--- config.mk ---
export PLATFORM = sky130hd
export DESIGN_NAME = seven_seg_scanner
export DESIGN_NICKNAME = d
export VERILOG_FILES = /design/src/rtl/seven_seg_scanner.sv
export SDC_FILE = /design/constraint.sdc
export NUM_CORES = 1
export LEC_CHECK = 0
export ABC_AREA = 0
export BUFFER_PORTS_ARGS = -buffer_cell sky130_fd_sc_hd__buf_4
export CAP_MARGIN = 20
export CORE_MARGIN = 5
export CORE_UTILIZATION = 40
export DETAILED_ROUTE_END_ITERATION = 8
export GPL_TIMING_DRIVEN = 1
export SKIP_CTS_REPAIR_TIMING = 1
export SYNTH_ARGS = -nofsm -noshare
export SYNTH_HDL_FRONTEND = slang
export SYNTH_SLANG_ARGS = --single-unit
--- constraint.sdc ---
create_clock -name clk -period 5.1 [get_ports clk]
set_input_delay 0.255 -clock clk [delete_from_list [all_inputs] [get_ports clk]]
set_output_delay 0.255 -clock clk [all_outputs]
set_load 0.005 [all_outputs]
--- src/rtl/seven_seg_scanner.sv ---
// rtl/seven_seg_scanner.sv - multiplexed hex display scanner with dead-time blanking,
// tear-free frame buffering and optional leading-zero suppression.
module seven_seg_scanner #(
    parameter int NUM_DIGITS   = 4,
    parameter int PRESCALE     = 50000,
    parameter int BLANK_CYCLES = 16
) (
    input  logic                    clk,
    input  logic                    rst_n,
    input  logic [4*NUM_DIGITS-1:0] value,
    input  logic                    load,
    input  logic                    enable,
    input  logic                    blank_lz,
    output logic [3:0]              nibble,
    output logic [NUM_DIGITS-1:0]   digit_an,
    output logic                    frame_pulse
);

    localparam int CW = (PRESCALE > 1) ? $clog2(PRESCALE) : 1;
    localparam int IW = (NUM_DIGITS > 1) ? $clog2(NUM_DIGITS) : 1;
    localparam int DW = 4 * NUM_DIGITS;

    logic [CW-1:0]         cnt, cnt_nxt;
    logic [IW-1:0]         idx, idx_nxt;
    logic [DW-1:0]         pending, disp, disp_nxt;
    logic                  pend_v;
    logic                  slot_end, frame_end;
    logic                  zero_above;
    logic [NUM_DIGITS-1:0] lz_blank;
    logic [3:0]            sel_nib;
    logic                  sel_blank;
    logic                  lit_nxt;
    logic [3:0]            nibble_nxt;
    logic [NUM_DIGITS-1:0] an_nxt;

    always_comb begin
        slot_end  = enable && (cnt == CW'(PRESCALE - 1));
        frame_end = slot_end && (idx == IW'(NUM_DIGITS - 1));
        cnt_nxt   = cnt;
        idx_nxt   = idx;
        disp_nxt  = disp;
        if (enable) begin
            if (slot_end) begin
                cnt_nxt = '0;
                idx_nxt = frame_end ? '0 : idx + 1'b1;
            end else begin
                cnt_nxt = cnt + 1'b1;
            end
        end
        // The frame swap uses the pending value held before this edge's load.
        if (frame_end && pend_v) begin
            disp_nxt = pending;
        end
    end

    // lz_blank[k] marks digit k as a leading zero of the value about to be shown.
    always_comb begin
        lz_blank   = '0;
        zero_above = 1'b1;
        for (int k = NUM_DIGITS - 1; k >= 0; k--) begin
            zero_above  = zero_above && (disp_nxt[4*k +: 4] == 4'h0);
            lz_blank[k] = zero_above && (k != 0);
        end
    end

    // Outputs are derived from the next state so the registered bus matches cnt/idx.
    always_comb begin
        sel_nib   = 4'h0;
        sel_blank = 1'b0;
        for (int k = 0; k < NUM_DIGITS; k++) begin
            if (idx_nxt == IW'(k)) begin
                sel_nib   = disp_nxt[4*k +: 4];
                sel_blank = lz_blank[k];
            end
        end
        lit_nxt    = enable && (32'(cnt_nxt) >= 32'(BLANK_CYCLES)) && !(blank_lz && sel_blank);
        an_nxt     = lit_nxt ? ~(NUM_DIGITS'(1) << idx_nxt) : '1;
        nibble_nxt = lit_nxt ? sel_nib : 4'h0;
    end

    always_ff @(posedge clk or negedge rst_n) begin
        if (!rst_n) begin
            cnt         <= '0;
            idx         <= '0;
            pending     <= '0;
            pend_v      <= 1'b0;
            disp        <= '0;
            nibble      <= 4'h0;
            digit_an    <= '1;
            frame_pulse <= 1'b0;
        end else begin
            cnt         <= cnt_nxt;
            idx         <= idx_nxt;
            disp        <= disp_nxt;
            if (load) begin
                pending <= value;
                pend_v  <= 1'b1;
            end else if (frame_end) begin
                pend_v  <= 1'b0;
            end
            frame_pulse <= frame_end;
            digit_an    <= an_nxt;
            nibble      <= nibble_nxt;
        end
    end

endmodule
Word level (Yosys, flattened, before mapping)
Index checks and enable logic that the tools add are counted.
- register bits: 60
- output and inout port bits: 9
- mux-type cells: 17
- reductions and logical operators: 14
- shift operators: 1
- add/sub/neg operators: 2
- bitwise logic cells: 1
- magnitude comparators: 1
- equal/unequal tests: 5
- operator list (operator ; number):
    $mux W16 ; 3
    $mux W4 ; 6
    $add A16 B1 Y16 const B ; 1
    $eq A16 B16 Y1 const B ; 1
    $ge A16 B5 Y1 const B ; 1
    $logic_not A4 Y1 ; 3
    $logic_and A1 B1 Y1 ; 8
    $eq A2 B2 Y1 const B ; 3
    $mux W2 ; 3
    $mux W1 ; 5
    $not A4 Y4 ; 1
    $shl A1 B2 Y4 const A ; 1
    $add A2 B1 Y2 const B ; 1
    $eq A2 B1 Y1 const B ; 1
    $logic_not A2 Y1 ; 1
    $reduce_bool A2 Y1 ; 1
    $logic_not A1 Y1 ; 1

Logic depth before layout (Yosys ltp)
Gate-level depths: netlist of run 1.
- depth after elaboration: 15
- depth in mapped cells: 9
- depth with buffers taken out: 8

Worst setup path after synthesis of run 1
OpenSTA, ideal clock, no wires.
- path type: reg-to-reg
- start point: register cnt[0]
- end point: register nibble[2]
- buffers on the path: 1
- stages on the path, launching flop included: 9
- path slack: 2.610 ns
- required time: 4.981 ns
- library setup time: 0.119 ns
- data arrival time: 2.372 ns
- path through: dfrtp_1 -> ha_1 -> and4_1 -> clkbuf_1 -> or3_1 -> a32o_1 -> a2111oi_0 -> a41oi_1 -> o21a_1
- word-level cells in the longest chain between the ends: 15
- elaborated cells on any way between the ends: 33
- those cells by class: add/sub (1); order compare (1); eq/ne (4); mux (14); reduce/logical (13)
- RTL lines (element ; line ; source):
    from (decl) ; 23 ; logic [CW-1:0] cnt, cnt_nxt;
    from (signal assigned) ; 92 ; cnt <= cnt_nxt;
    branches (longest 14 deep; another with $add A16 B1 Y16) ; n/a ;
    $mux W4 (*) ; 78 ; nibble_nxt = lit_nxt ? sel_nib : 4'h0;
    named net nibble_nxt[2] ; 33 ; logic [3:0] nibble_nxt;
    to (signal assigned) ; 103 ; nibble <= nibble_nxt;
    to (decl) ; 14 ; output logic [3:0] nibble,
Mark *: on every way through the listed nets, which the timed path passes.
A chain may end at the register's enable or synchronous reset.

Worst setup path after layout of run 1
- start point: register cnt[4]
- end point: register nibble[2]
- elaborated cells on any way between the ends: 33
- those cells by class: add/sub (1); order compare (1); eq/ne (4); mux (14); reduce/logical (13)
- RTL lines (element ; line ; source):
    branches (longest 2 deep; another with $add A16 B1 Y16) ; n/a ;
    $mux W16 (*) ; 43 ; if (slot_end) begin
    $mux W16 (*) ; 42 ; if (enable) begin
    named net cnt_nxt[8] ; 23 ;
    $ge A16 B5 Y1 (*) ; 76 ; lit_nxt = enable && (32'(cnt_nxt) >= 32'(BLANK_CYCLES)) && !(blank_lz && sel_blank);
    $logic_and A1 B1 Y1 (*) (2 in a row) ; 76 ;
    $mux W4 (*) ; 78 ;
    named net nibble_nxt[2] ; 33 ;
Marks and branches as above.

==> flow_summary.ini, run 1 <==
[synth]
synth_nets = 265
synthCells = 242
async_flop_share_pct = 100
ys_ff_latch = 60
syn_area_mm2 = 0.00284
syn_avg_cell_area_um2 = 11.7
yosys.cell_types.count = 51
synth_seq_area_share_pct = 53.1
synth_edf_count = 0
synth_warnings = 0
ys.flop_type = dfrtp_1

[detailed_routing]
wl_met2_um = 2650
met1_length_um = 2560
avgViaCountPerCell = 5.31
top_layer = met4
routed-via-count = 1981
avgRoutedWirePerCell_um = 15.0
first_iter_violations = 78
met3_length_um = 297
routed_wl_um = 5600
drcViolationCount = 0
first_pass_iters = 4
ant_nets = 0

[final_layout]
fill_cells = 655
multi_input_area_mm2 = 0.00124
layout.nets = 295
final_cells = 373
regArea_mm2 = 0.00151
final_area_mm2 = 0.00334
area_growth_pct = 17.9
n_antenna_cell = 0
drive_gt1_share_pct = 32.5
layout_commonest_cell = dfrtp_1
final_cell_mix = 56 x dfrtp_1, 32 x mux2_2, 29 x buf_4

[critical_path]
critPathLaunchType = flip-flop
cp_data_required_time_ns = 5.33
arrival_ns = 3.13
critPathKind = reg2reg
worstPathMaxFanout = 13
worstSetupEndpointType = flip-flop

[cts]
cts_buffers = 9
clkTransAtPathRegs_ns = 0.07
cts_buffer_depth = 2
tritoncts = done
cts-root-buf = clkbuf_8
cts-htree-levels = 3
clk-insertion-delay-late_ns = 0.33
cts_sinks = 60

[power_and_ir_drop]
vdd_ir_drop_max_mv = 0.204
power_density_mw_per_mm2 = 339
power.internal_mw = 0.840
swShare_pct = 25.8
design_power_total_mw = 1.13
switchingPower_mw = 0.292
seqPwrFrac_pct = 49.6
power_frac_comb_pct = 8.3
power.leakage_nw = 1.53
clockPowerShare_pct = 42.1

[placed_design]
routabilityCongestion = 0.865
detailed_place.area_mm2 = 0.00312
dp_cells = 357
dp_hpwl_um = 3960
io_buffers = 29

[global_routing]
grt.total_usage_pct = 13.9
antenna_found_initial = 0
grt_pass1_wl_um = 9570
grt-ovfl-total = 0
grt_max_degree = 61
grt_pass1_vias = 2033

[sta]
max_freq_mhz = 344
clock_skew_ns = 0.00910
fin_hold_ws_ns = -0.0232
period_minus_slack_ns = 2.91
hold_viol = 16
maxSlewHeadroom_pct = 50.1
worst_slew_pin_slew_ns = 0.748
rsz0062_at_grt = false
min_period_over_period_pct = 57.0
finalSetupTns_ns = 0
slew_viol_final = 0
finalSetupViolations = 0

[die]
die_width_um = 94.2
dieArea_mm2 = 0.00888
row_count = 30
initial_core_util_pct = 41.5
fp.dieH_um = 94.2
coreArea_mm2 = 0.00683
pin_count = 30

[job]
max_cap_violations = 0

[worst_hold_path]
min_path_type = in2async

[run_status]
status = complete, but fails checks
violations = hold timing
==> power groups by stage <==
stage                     Clock (mW)  Combinational [mW]  Sequential, mW
after floorplan                    0              0.0981           0.536
after global placement             0              0.0942           0.571
after detailed placement           0              0.0949           0.570
after CTS                      0.489              0.0956           0.561
after global routing           0.513               0.105           0.570
final                          0.477              0.0935           0.562
==> kinds of logic after synthesis <==
| kind of cell | after synthesis | share of synthesized area [%] |
|---|---|---|
| AND/OR/NAND/NOR | 81 | 17.3 |
| flip-flops | 60 | 53.1 |
| multiplexers | 37 | 14.6 |
| AO/OA/AOI/OAI | 33 | 8.03 |
| buffers and inverters | 20 | 3.22 |
| XOR/XNOR | 9 | 2.78 |
| adder cells (fa/ha/maj) | 2 | 0.882 |
==> critical path, stage by stage (launching register included) <==
cell and delay, ns:
dfrtp_1 0.51, or4b_2 0.74, o31ai_1 0.25, a31oi_1 0.17, a2111oi_0 0.64, a41oi_1 0.31, o21a_1 0.18
==> layout make-up <==
type	count	share of cell area [%]
repair buffers	29	6.51
clock buffers	9	3.71
inverters	10	1.12
multi-input cells	162	37.1
flip-flops and latches	60	45.1
well taps	96	3.59
clock inverters	7	2.96
==> flip-flops by register name, summed over array words and instances, names as in the netlist <==
name         cells
frame_pulse      1
nibble           4
idx              2
pending         16
disp            16
digit_an         4
pend_v           1
cnt             16
==> routing by layer <==
| metal | global-route usage (%) | vias up |
|---|---|---|
| li1 | - | 962 |
| met1 | 17.0 | 954 |
| met2 | 22.4 | 51 |
| met3 | 5.37 | 14 |
| met4 | 4.81 | 0 |
| met5 | 0 | - |
==> metrics by stage <==
stage                     util, %  worst slack [ns]
after detailed placement     45.7              2.20
final                        48.9              2.19
after floorplan                 -              2.61
after global routing         48.9              1.95
after global placement       45.7              2.16
after CTS                    48.9              2.19
==> synth_stat cells, types with 2 or more instances <==
cell,n,area (um2)
dfrtp_1,56,1400
mux2_2,32,360
nand2_1,20,75.1
inv_1,10,37.5
nor2_1,10,37.5
nand4_1,8,50.1
nor4_1,7,43.8
o22ai_1,7,43.8
nor3_1,6,30.0
xnor2_1,6,52.6
nand3_1,5,25.0
o21ai_0,5,25.0
a21oi_1,4,20.0
buf_2,4,20.0
dfstp_2,4,105
mux2i_1,4,40.0
or3_1,4,25.0
buf_4,3,22.5
xor2_1,3,26.3
a2111oi_0,2,17.5
a211oi_1,2,15.0
a31oi_1,2,12.5
and3_1,2,12.5
and4_4,2,22.5
clkbuf_1,2,7.51
ha_1,2,25.0
nor4bb_1,2,20.0
o31ai_1,2,15.0
or4_1,2,15.0
or4b_2,2,20.0
or4bb_1,2,22.5
==> worst paths after layout <==
check | startpoint | endpoint | slack, ns | depth (start not counted)
hold reg to reg | disp[2]$_DFF_PN0_ | disp[2]$_DFF_PN0_ | 0.50 | 1
setup reg to reg | cnt[4]$_DFF_PN0_ | nibble[2]$_DFF_PN0_ | 2.19 | 6
max in group asynchronous | rst_n | cnt[12]$_DFF_PN0_ | 4.62 | 1
setup / recovery | cnt[4]$_DFF_PN0_ | nibble[2]$_DFF_PN0_ | 2.19 | 6
min in group clk | value[10] | pending[10]$_DFFE_PN0P_ | 0.15 | 2
hold / removal | rst_n | cnt[7]$_DFF_PN0_ | -0.02 | 1
(Power assumes the default switching activity.)
==> run 2: changes to the inputs <==
clock period = 2.4 ns   (was 5.1 ns; I/O delays follow)
==> flow_summary.ini, run 2 (synthesis gave the netlist of run 1 again) <==
[run_status]
status = complete, but fails checks
violations = setup timing

[global_routing]
grt.total_usage_pct = 15.7
grt_pass1_vias = 2256
grt_pass1_wl_um = 10700
grt-ovfl-total = 0
antenna_found_initial = 0
grt_max_degree = 61

[final_layout]
layout.nets = 358
fill_cells = 583
final_cell_mix = 78 x buf_4, 54 x dfrtp_1, 32 x mux2_2
reg_top3 = cnt (16), disp (16), pending (16)
final_area_mm2 = 0.00403
n_antenna_cell = 0
area_growth_pct = 42.0
final_cells = 436
drive_gt1_share_pct = 50.6
layout_commonest_cell = buf_4

[power_and_ir_drop]
power_frac_comb_pct = 16.1
power_density_mw_per_mm2 = 622
swShare_pct = 26.3
power.leakage_nw = 1.89
power.internal_mw = 1.85
seqPwrFrac_pct = 45.9
vdd_ir_drop_max_mv = 0.723
clockPowerShare_pct = 38.0
switchingPower_mw = 0.659
design_power_total_mw = 2.51

[sta]
period_minus_slack_ns = 2.43
slew_viol_final = 0
finalSetupViolations = 4
hold_viol = 0
worst_slew_pin_slew_ns = 0.751
maxSlewHeadroom_pct = 49.9
finalSetupTns_ns = -0.0817
clock_skew_ns = 0.00820
worst_slack_ns = -0.0344
min_period_over_period_pct = 101
rsz0062_at_grt = true
max_freq_mhz = 411

[critical_path]
worstSetupEndpointType = flip-flop
critPathKind = reg2reg
cp_data_required_time_ns = 2.63
worstPathMaxFanout = 4
crit_path_start = cnt[1]$_DFF_PN0_
r2r_cells = 9
critPathLaunchType = flip-flop
arrival_ns = 2.67
r2r_start = cnt[1]$_DFF_PN0_

[cts]
tritoncts = done
clk-insertion-delay-late_ns = 0.34
cts_buffer_depth = 2
clkTransAtPathRegs_ns = 0.07
cts-root-buf = clkbuf_8
cts_buffers = 9
cts_sinks = 60
cts-htree-levels = 3

[die]
pin_count = 30
die_width_um = 94.2
fp.dieH_um = 94.2
coreArea_mm2 = 0.00683
initial_core_util_pct = 41.5
dieArea_mm2 = 0.00888
row_count = 30

[placed_design]
detailed_place.area_mm2 = 0.00346
dp_cells = 401
dp_hpwl_um = 4620
routabilityCongestion = 0.854
pre_cts_ws_ns = -0.295
io_buffers = 29

[detailed_routing]
first_iter_violations = 76
ant_nets = 0
avgRoutedWirePerCell_um = 15.5
first_pass_iters = 6
routed-via-count = 2301
avgViaCountPerCell = 5.28
drcViolationCount = 0
routed_wl_um = 6750

[job]
max_cap_violations = 0

[worst_hold_path]
min_path_type = in2reg
holdPathStages = 2
worstHoldStart = value[1]
-- run 2: power groups by stage --
stage               Sequential (mW)  Clock (mW)  Combinational [mW]
CTS                            1.15       0.980               0.336
finish                         1.15       0.953               0.403
floorplan                      1.14           0               0.210
global placement               1.16           0               0.332
detailed placement             1.17           0               0.337
global route                   1.16        1.03               0.441
-- run 2: path summary, 6_finish.rpt --
kind                                           to  slack [ns]
min                        pending[1]$_DFFE_PN0P_       0.007
max in group asynchronous        cnt[4]$_DFF_PN0_        1.49
min in group asynchronous       cnt[13]$_DFF_PN0_        0.38
min reg2reg                     disp[0]$_DFF_PN0_        0.50
max reg2reg                   nibble[3]$_DFF_PN0_       -0.03
max                           nibble[3]$_DFF_PN0_       -0.03
-- run 2: area by class of cell --
| cell class | instances | area (um2) | share of cell area [%] |
|---|---|---|---|
| Inverter | 10 | 37.5 | 0.932 |
| Timing Repair Buffer | 92 | 731 | 18.1 |
| Multi-Input combinational cell | 162 | 1420 | 35.3 |
| Clock buffer | 11 | 151 | 3.76 |
| Tap cell | 96 | 120 | 2.98 |
| Clock inverter | 5 | 58.8 | 1.46 |
| Sequential cell | 60 | 1510 | 37.5 |
-- run 2: through the flow --
| step | utilization (%) | hold WS [ns] |
|---|---|---|
| after floorplan | - | -0.176 |
| after global placement | 50.6 | 0.240 |
| after detailed placement | 50.6 | 0.248 |
| after CTS | 53.7 | -0.131 |
| after global routing | 59.0 | 0.00251 |
| final | 59.0 | 0.00703 |
-- run 2: layer usage --
layer | vias up | share of wire (%) | global-route usage (%) | wire length [um]
met5 | - | 0 | 0 | 0
met2 | 68 | 50 | 25.5 | 3370
li1 | 1086 | - | - | -
met3 | 18 | 4.9 | 4.57 | 329
met1 | 1129 | 43 | 19.6 | 2920
met4 | 0 | 1.9 | 6.02 | 129
-- run 2: worst max-delay path, cell delays in order, from the launching register on --
cell	delay [ns]
dfrtp_1	0.41
ha_2	0.20
buf_4	0.13
and4_4	0.18
or3_1	0.30
a32o_2	0.27
a2111oi_4	0.38
a41o_1	0.29
buf_4	0.13
nor3_1	0.04
